[config.mk]
export PLATFORM = sky130hd
export DESIGN_NAME = sm_operand_entry
export DESIGN_NICKNAME = d
export VERILOG_FILES = /design/src/rtl/sm_operand_entry.sv
export SDC_FILE = /design/constraint.sdc
export NUM_CORES = 1
export LEC_CHECK = 0
export CAP_MARGIN = 20
export CORE_ASPECT_RATIO = 1.5
export CORE_UTILIZATION = 40
export CTS_BUF_LIST = sky130_fd_sc_hd__clkbuf_8
export DETAILED_ROUTE_END_ITERATION = 16
export GPL_TIMING_DRIVEN = 0
export PLACE_DENSITY = 0.56
export SETUP_SLACK_MARGIN = 0.1
export SYNTH_ARGS = -nofsm -noshare
export SYNTH_HDL_FRONTEND = slang
export SYNTH_SLANG_ARGS = --single-unit
[constraint.sdc]
create_clock -name clk -period 3.6 [get_ports clk]
set_clock_uncertainty 0.1 [all_clocks]
set_input_delay 0.54 -clock clk [delete_from_list [all_inputs] [get_ports clk]]
set_output_delay 0.54 -clock clk [all_outputs]
set_load 0.05 [all_outputs]
[src/rtl/sm_operand_entry.sv]
// sm_operand_entry: two-operand sign-magnitude entry front end.
// Raw buttons (btn[0] commit, btn[1] clear) are synchronized and debounced.
// Each debounced press steps a small FSM that captures operands A and B from
// the switches and offers them with a valid/ready handshake.
// Optional build macro SM_ENTRY_NEGZERO_NORM_EN: store a captured -0 as +0.
module sm_operand_entry #(
  parameter int N         = 4,
  parameter int DB_CYCLES = 2_000_000
) (
  input  logic         clk,
  input  logic         reset_n,
  input  logic [1:0]   btn,
  input  logic [N-1:0] sw,
  output logic [N-1:0] a,
  output logic [N-1:0] b,
  output logic [1:0]   sel,
  output logic         out_valid,
  input  logic         out_ready
);

  localparam int CW = (DB_CYCLES > 1) ? $clog2(DB_CYCLES) : 1;
  localparam logic [CW-1:0] CNT_LAST = CW'(DB_CYCLES - 1);

  typedef enum logic [1:0] {
    S_A     = 2'd0,
    S_B     = 2'd1,
    S_VALID = 2'd2,
    S_SHOW  = 2'd3
  } state_t;

  logic [1:0]    btn_s1, btn_s2;
  logic [N-1:0]  sw_s1, sw_s2;
  logic          primed_0, primed;
  logic [1:0]    stable, stable_q, armed, press;
  logic [CW-1:0] cnt [2];

  state_t        state, state_next;
  logic [N-1:0]  a_next, b_next;
  logic          commit, clear;

  // Captured value: verbatim, or with -0 folded to +0 when the macro is set.
  function automatic logic [N-1:0] norm(input logic [N-1:0] v);
`ifdef SM_ENTRY_NEGZERO_NORM_EN
    return (v[N-2:0] == '0) ? '0 : v;
`else
    return v;
`endif
  endfunction

  // Encode the display select from a state.
  function automatic logic [1:0] sel_of(input state_t s);
    case (s)
      S_A:     return 2'b00;
      S_B:     return 2'b01;
      default: return 2'b10;
    endcase
  endfunction

  // Two-flop synchronizers for buttons and switches; primed marks the point
  // where the synchronizers hold post-reset samples rather than reset zeros.
  always_ff @(posedge clk or negedge reset_n) begin
    if (!reset_n) begin
      btn_s1   <= '0;
      btn_s2   <= '0;
      sw_s1    <= '0;
      sw_s2    <= '0;
      primed_0 <= 1'b0;
      primed   <= 1'b0;
    end else begin
      // NOTE: every sequential update uses <= so all flops sample pre-edge values.
      btn_s1   <= btn;
      btn_s2   <= btn_s1;
      sw_s1    <= sw;
      sw_s2    <= sw_s1;
      primed_0 <= 1'b1;
      primed   <= primed_0;
    end
  end

  // Per-button debouncer, rising-edge press detector and post-reset arming.
  // A button only becomes armed once it has been seen released, so one held
  // through reset cannot produce an event until released and pressed again.
  always_ff @(posedge clk or negedge reset_n) begin
    if (!reset_n) begin
      stable   <= '0;
      stable_q <= '0;
      armed    <= '0;
      press    <= '0;
      // NOTE: the small counter array is reset element by element; it is state, not a RAM.
      for (int i = 0; i < 2; i++) cnt[i] <= '0;
    end else begin
      for (int i = 0; i < 2; i++) begin
        stable_q[i] <= stable[i];
        press[i]    <= stable[i] & ~stable_q[i] & armed[i];
        if (btn_s2[i] == stable[i]) begin
          cnt[i] <= '0;
        end else if (cnt[i] == CNT_LAST) begin
          stable[i] <= btn_s2[i];
          cnt[i]    <= '0;
        end else begin
          cnt[i] <= cnt[i] + 1'b1;
        end
        if (primed && !stable[i] && !btn_s2[i]) armed[i] <= 1'b1;
      end
    end
  end

  assign commit = press[0];
  assign clear  = press[1];

  // Next-state and operand capture; clear overrides everything.
  always_comb begin
    // NOTE: defaults first so every path assigns every output and no latch is inferred.
    state_next = state;
    a_next     = a;
    b_next     = b;
    if (clear) begin
      state_next = S_A;
      a_next     = '0;
      b_next     = '0;
    end else begin
      case (state)
        S_A: if (commit) begin
          a_next     = norm(sw_s2);
          state_next = S_B;
        end
        S_B: if (commit) begin
          b_next     = norm(sw_s2);
          state_next = S_VALID;
        end
        // out_valid is high throughout S_VALID, so out_ready alone completes the transfer.
        S_VALID: if (out_ready) state_next = S_SHOW;
        S_SHOW:  if (commit) state_next = S_A;
        default: state_next = S_A;
      endcase
    end
  end

  // State and registered outputs; sel/out_valid are decoded from the next state.
  always_ff @(posedge clk or negedge reset_n) begin
    if (!reset_n) begin
      state     <= S_A;
      a         <= '0;
      b         <= '0;
      sel       <= 2'b00;
      out_valid <= 1'b0;
    end else begin
      state     <= state_next;
      a         <= a_next;
      b         <= b_next;
      sel       <= sel_of(state_next);
      out_valid <= (state_next == S_VALID);
    end
  end

endmodule

======== After elaboration in Yosys (flattened, before gate mapping) ========
Index checks and enable logic that the tools add are counted.
operators by class
  reductions and logical operators ........ 17
  bitwise operators ....................... 8
  equal/unequal tests ..................... 9
  mux-type cells .......................... 16
  add/subtract/negate cells ............... 2
operators with widths
  cell                     count
  $mux W21                 4
  $add A21 B1 Y21 const B  2
  $eq A21 B21 Y1 const B   2
  $mux W4                  5
  $mux W2                  5
  $pmux W2 S4              1
  $reduce_and A2 Y1        4
  $eq A2 B2 Y1 const B     3
  $reduce_bool A2 Y1       3
  $and A1 B1 Y1            4
  $eq A2 B1 Y1 const B     2
  $logic_and A1 B1 Y1      4
  $logic_not A1 Y1         4
  $logic_not A2 Y1         2
  $not A1 Y1               4
  $pmux W2 S2              1
  $eq A1 B1 Y1             2
word-level totals
  logic and storage cells ................. 71
  bits of input ports ..................... 9
  output and inout bits ................... 11
  flip-flop bits (word level) ............. 77

======== Longest topological paths before layout ========
  depth in word-level cells ............... 5
  depth in mapped cells ................... 6
  gate-level depth less buffers ........... 5

======== Least setup slack after synthesis ========
OpenSTA, ideal clock, no wires.
  kind .................................... register to register
  from .................................... register cnt[8] (netlist bit)
  to ...................................... register cnt[10] (netlist bit)
  stages on the path, launching flop included .. 6
  arrival ................................. 1.817 ns
  path slack .............................. 1.565 ns
  buffers on the path ..................... 1
  cells stage by stage .................... dfrtp_1 > nand4bb_1 > or4_4 > o41ai_4 > buf_6 > nor2_1
on the way
  longest elaborated chain between the ends .. 3
ends and longest elaborated chain
  what                                               line     text
  start: declaration                                 35       logic [CW-1:0] cnt [2];
  start signal: indexed assignment                   101      cnt[i] <= cnt[i] + 1'b1;
  $add A21 B1 Y21 or $eq A21 B21 Y1 (tied branches)  101, 97
  $mux W21 *                                         97       end else if (cnt[i] == CNT_LAST) begin
  $mux W21 *                                         95       if (btn_s2[i] == stable[i]) begin
Mark *: on every way between the ends. The rest lies on a longest branch, timed or not.
A chain may end at the register's enable or synchronous reset.

======== Final worst setup path ========
  from .................................... register cnt[21] (netlist bit)
  to ...................................... register cnt[24] (netlist bit)
The elaborated chain is that of the path after synthesis.

==> impl_metrics.yaml <==
power:
  comb_power_share_pct: 3.6
  power.switching_w: 0.0003432
  peakVddDrop_uv: 225.1
  total_power_w: 0.001522
  pwr-share-clk_pct: 38.2
  pwr_density_cell_mw_per_mm2: 398.9
  seqPwrFrac_pct: 58.2
  p_leak_nw: 1.602
  switching_share_pct: 22.55
  internal-power_w: 0.001179
clock_tree:
  cts_buffers: 9
  clock_latency_ns: 0.34
  ctsLongestPathBuffers: 2
  cts.repair.resized: 0
  path_clk_slew_ns: 0.07
  cts_root_buffer: "clkbuf_8"
  htreeDepth: 3
  cts_sinks: 77
  tritoncts: "built"
detailed_routing:
  drc: 0
  routedWlPerCell_um: 13.86
  first_pass_iters: 4
  initialDrtViolationCount: 145
  vias_per_cell: 5.208
  num_vias: 2276
  ant_nets: 0
  drt-total-wl_mm: 6.057
min_path:
  min_to: "sw_s2[3]"
  worstHoldStart: "sw_s1[3]"
  hp-class: "reg -> reg"
  holdPathStages: 0
worst_setup_path:
  reg2reg_to: "cnt[24]"
  rr_startpoint: "cnt[21]"
  crit_chain: "ha_1, and4_1, nand4_1, o21bai_1, clkbuf_1, nor2_1"
  critPathArrivalTime_ns: 2.52
  r2r_cells: 6
  cp_top_family: "compound AO/OA/AOI/OAI gates"
  crit_required_ns: 3.71
  rrSetupSlack_ns: 1.19
  cp_slowest_cell: "o21bai_1"
  start_kind: "register"
  path_buf_inv: 1
  cp_max_fo: 10
  critPathCaptureType: "register"
  slowest_delay_ns: 0.58
  worstSetupPathType: "reg -> reg"
yosys:
  synth_flop_cell: "dfrtp_1"
  avgSynthCellArea_sq_um: 11.06
  synthDistinctLibCells: 40
  ys_seq_area_share_pct: 58.67
  yosys_warnings: 0
  netlist_area_sq_mm: 0.003284
  ys_seq_elements: 77
  syn_nets: 308
  synth-async-reset-ratio_pct: 100.0
  synth-edff-count: 0
  synth_cells: 297
flow_run:
  cap_viol_max_count: 0
timing:
  relSlewSlack_pct: 35.99
  worstMarginPinSlew_ns: 0.9581
  finalHoldWorstSlack_ns: 0.2495
  drv_slew: 0
  hold_viol_final: 0
  fmax_mhz: 415.4
  finalSetupViolCount: 0
  post-route-min-period_ns: 2.407
  rsz0062_at_grt: "false"
  period_share_pct: 66.87
die:
  ioPinCount: 20
  dieArea_sq_mm: 0.008585
  start_util_pct: 41.02
  core_sq_mm: 0.008008
  die_w_um: 75.99
  rows: 40
  fp.dieH_um: 113.0
grt:
  grt_usage_pct: 15.59
  antenna_found_initial: 0
  overflow: 0
  grt_max_degree: 73
  grt_pass1_vias: 2332
  grt_pass1_wl_mm: 10.55
finish:
  final_net_count: 340
  mostFrequentLayoutCells: "dfrtp_1 (77), nor2_1 (39), clkdlybuf4s50_1 (18)"
  antenna_cells: 0
  layout_commonest_cell: "dfrtp_1"
  area_growth_pct: 16.15
  layout-drive-gt1-share_pct: 7.229
place:
  dp_hpwl_mm: 4.060
  gp_congestion: 0.7855
  io_buffers: 19
status:
  run_status: "complete, no violations"
## metrics by stage
| stage | setup slack, ns | instances | TNS (ns) | util, % | instance area, sq um |
|---|---|---|---|---|---|
| after floorplan | 1.565 | 297 | 0 | - | 3284 |
| after global placement | -0.8719 | 421 | -66.79 | 45.03 | 3606 |
| after detailed placement | 1.124 | 422 | 0 | 45.34 | 3631 |
| after CTS | 1.133 | 437 | 0 | 47.64 | 3815 |
| after global routing | 0.9658 | 437 | 0 | 47.64 | 3815 |
| final | 1.193 | 437 | 0 | 47.64 | 3815 |
## cells by family (layout without fill, tap and decap cells)
kind of cell | after synthesis | in the layout | share of synthesized area [%]
fa+ha+maj | 2 | 2 | 0.7618
buf+inv | 16 | 51 | 2.095
compound gates | 38 | 38 | 7.505
simple gates | 128 | 128 | 21.07
mux | 10 | 10 | 3.124
xor+xnor | 25 | 25 | 6.667
flops | 77 | 77 | 58.67
other cells | 1 | 1 | 0.1142
## worst reg2reg max path, cell delays in order, from the launching register on
cell and delay, ns:
dfrtp_1 0.38, ha_1 0.21, and4_1 0.31, nand4_1 0.14
o21bai_1 0.58, clkbuf_1 0.44, nor2_1 0.11
## final cells by class
type,instances,area [sq um]
plain buffers,7,35.03
clock buffers,11,151.4
clock inverters,3,22.52
fillers,773,4193
inverters,9,33.78
multi-input cells,204,1289
flip-flops and latches,77,1927
well taps,105,131.4
repair buffers,21,225.2
## worst max path at each step
stage / cells past startpoint / start / end
floorplan: 5 / cnt[8] / cnt[10]
global placement: 1 / reset_n / cnt[34]
detailed placement: 6 / cnt[21] / cnt[24]
CTS: 6 / cnt[21] / cnt[24]
global route: 6 / cnt[21] / cnt[24]
finish: 6 / cnt[21] / cnt[24]
## state kept, by name, summed over array words and instances (netlist names)
register / cells
cnt: 42
a: 4
b: 4
sw_s1: 4
sw_s2: 4
armed: 2
btn_s1: 2
btn_s2: 2
press: 2
sel: 2
stable: 2
stable_q: 2
state: 2
out_valid: 1
primed: 1
primed_0: 1
## synthesized netlist by cell type, drive strengths merged, types with 2 or more instances
master / count / area share [%]
and3b: 2 / 0.53
nand4: 16 / 3.0
and2: 3 / 0.57
o31ai: 7 / 1.6
o21ai: 7 / 1.1
or3: 10 / 1.9
nand3: 13 / 2.0
nor4b: 2 / 0.53
or4: 9 / 2.2
ha: 2 / 0.76
a21o: 2 / 0.46
nor3b: 2 / 0.46
inv: 9 / 1.0
clkbuf: 6 / 0.72
nor2: 39 / 4.5
nor3: 3 / 0.46
and4: 2 / 0.53
nor2b: 2 / 0.38
mux2: 2 / 0.69
xor2: 15 / 4.0
xnor2: 10 / 2.7
nand2: 13 / 1.5
and3: 4 / 0.76
mux2i: 8 / 2.4
dfrtp: 77 / 59
a21oi: 17 / 2.6
nor4: 4 / 0.76
## power by group through the flow
stage | clock network, W | logic, W | registers, W
after floorplan | 0 | 0.0000205 | 0.000901
after CTS | 0.000601 | 0.0000567 | 0.000885
after global placement | 0 | 0.0000522 | 0.000903
after detailed placement | 0 | 0.0000559 | 0.000903
final | 0.000582 | 0.0000548 | 0.000885
after global routing | 0.000638 | 0.0000627 | 0.000887
## routing by layer
metal  part of all wire, %  global-route usage, %
met5                     0                      0
met4                   3.2                  9.872
met3                   2.8                  3.387
met2                    49                  25.58
met1                    45                  18.64
## what timing repair did
action                    CTS  global route
buffers inserted            0             0
hold buffers                1             0
hold endpoints to repair    5             0
Note: power is estimated with default switching activity, not from simulation.
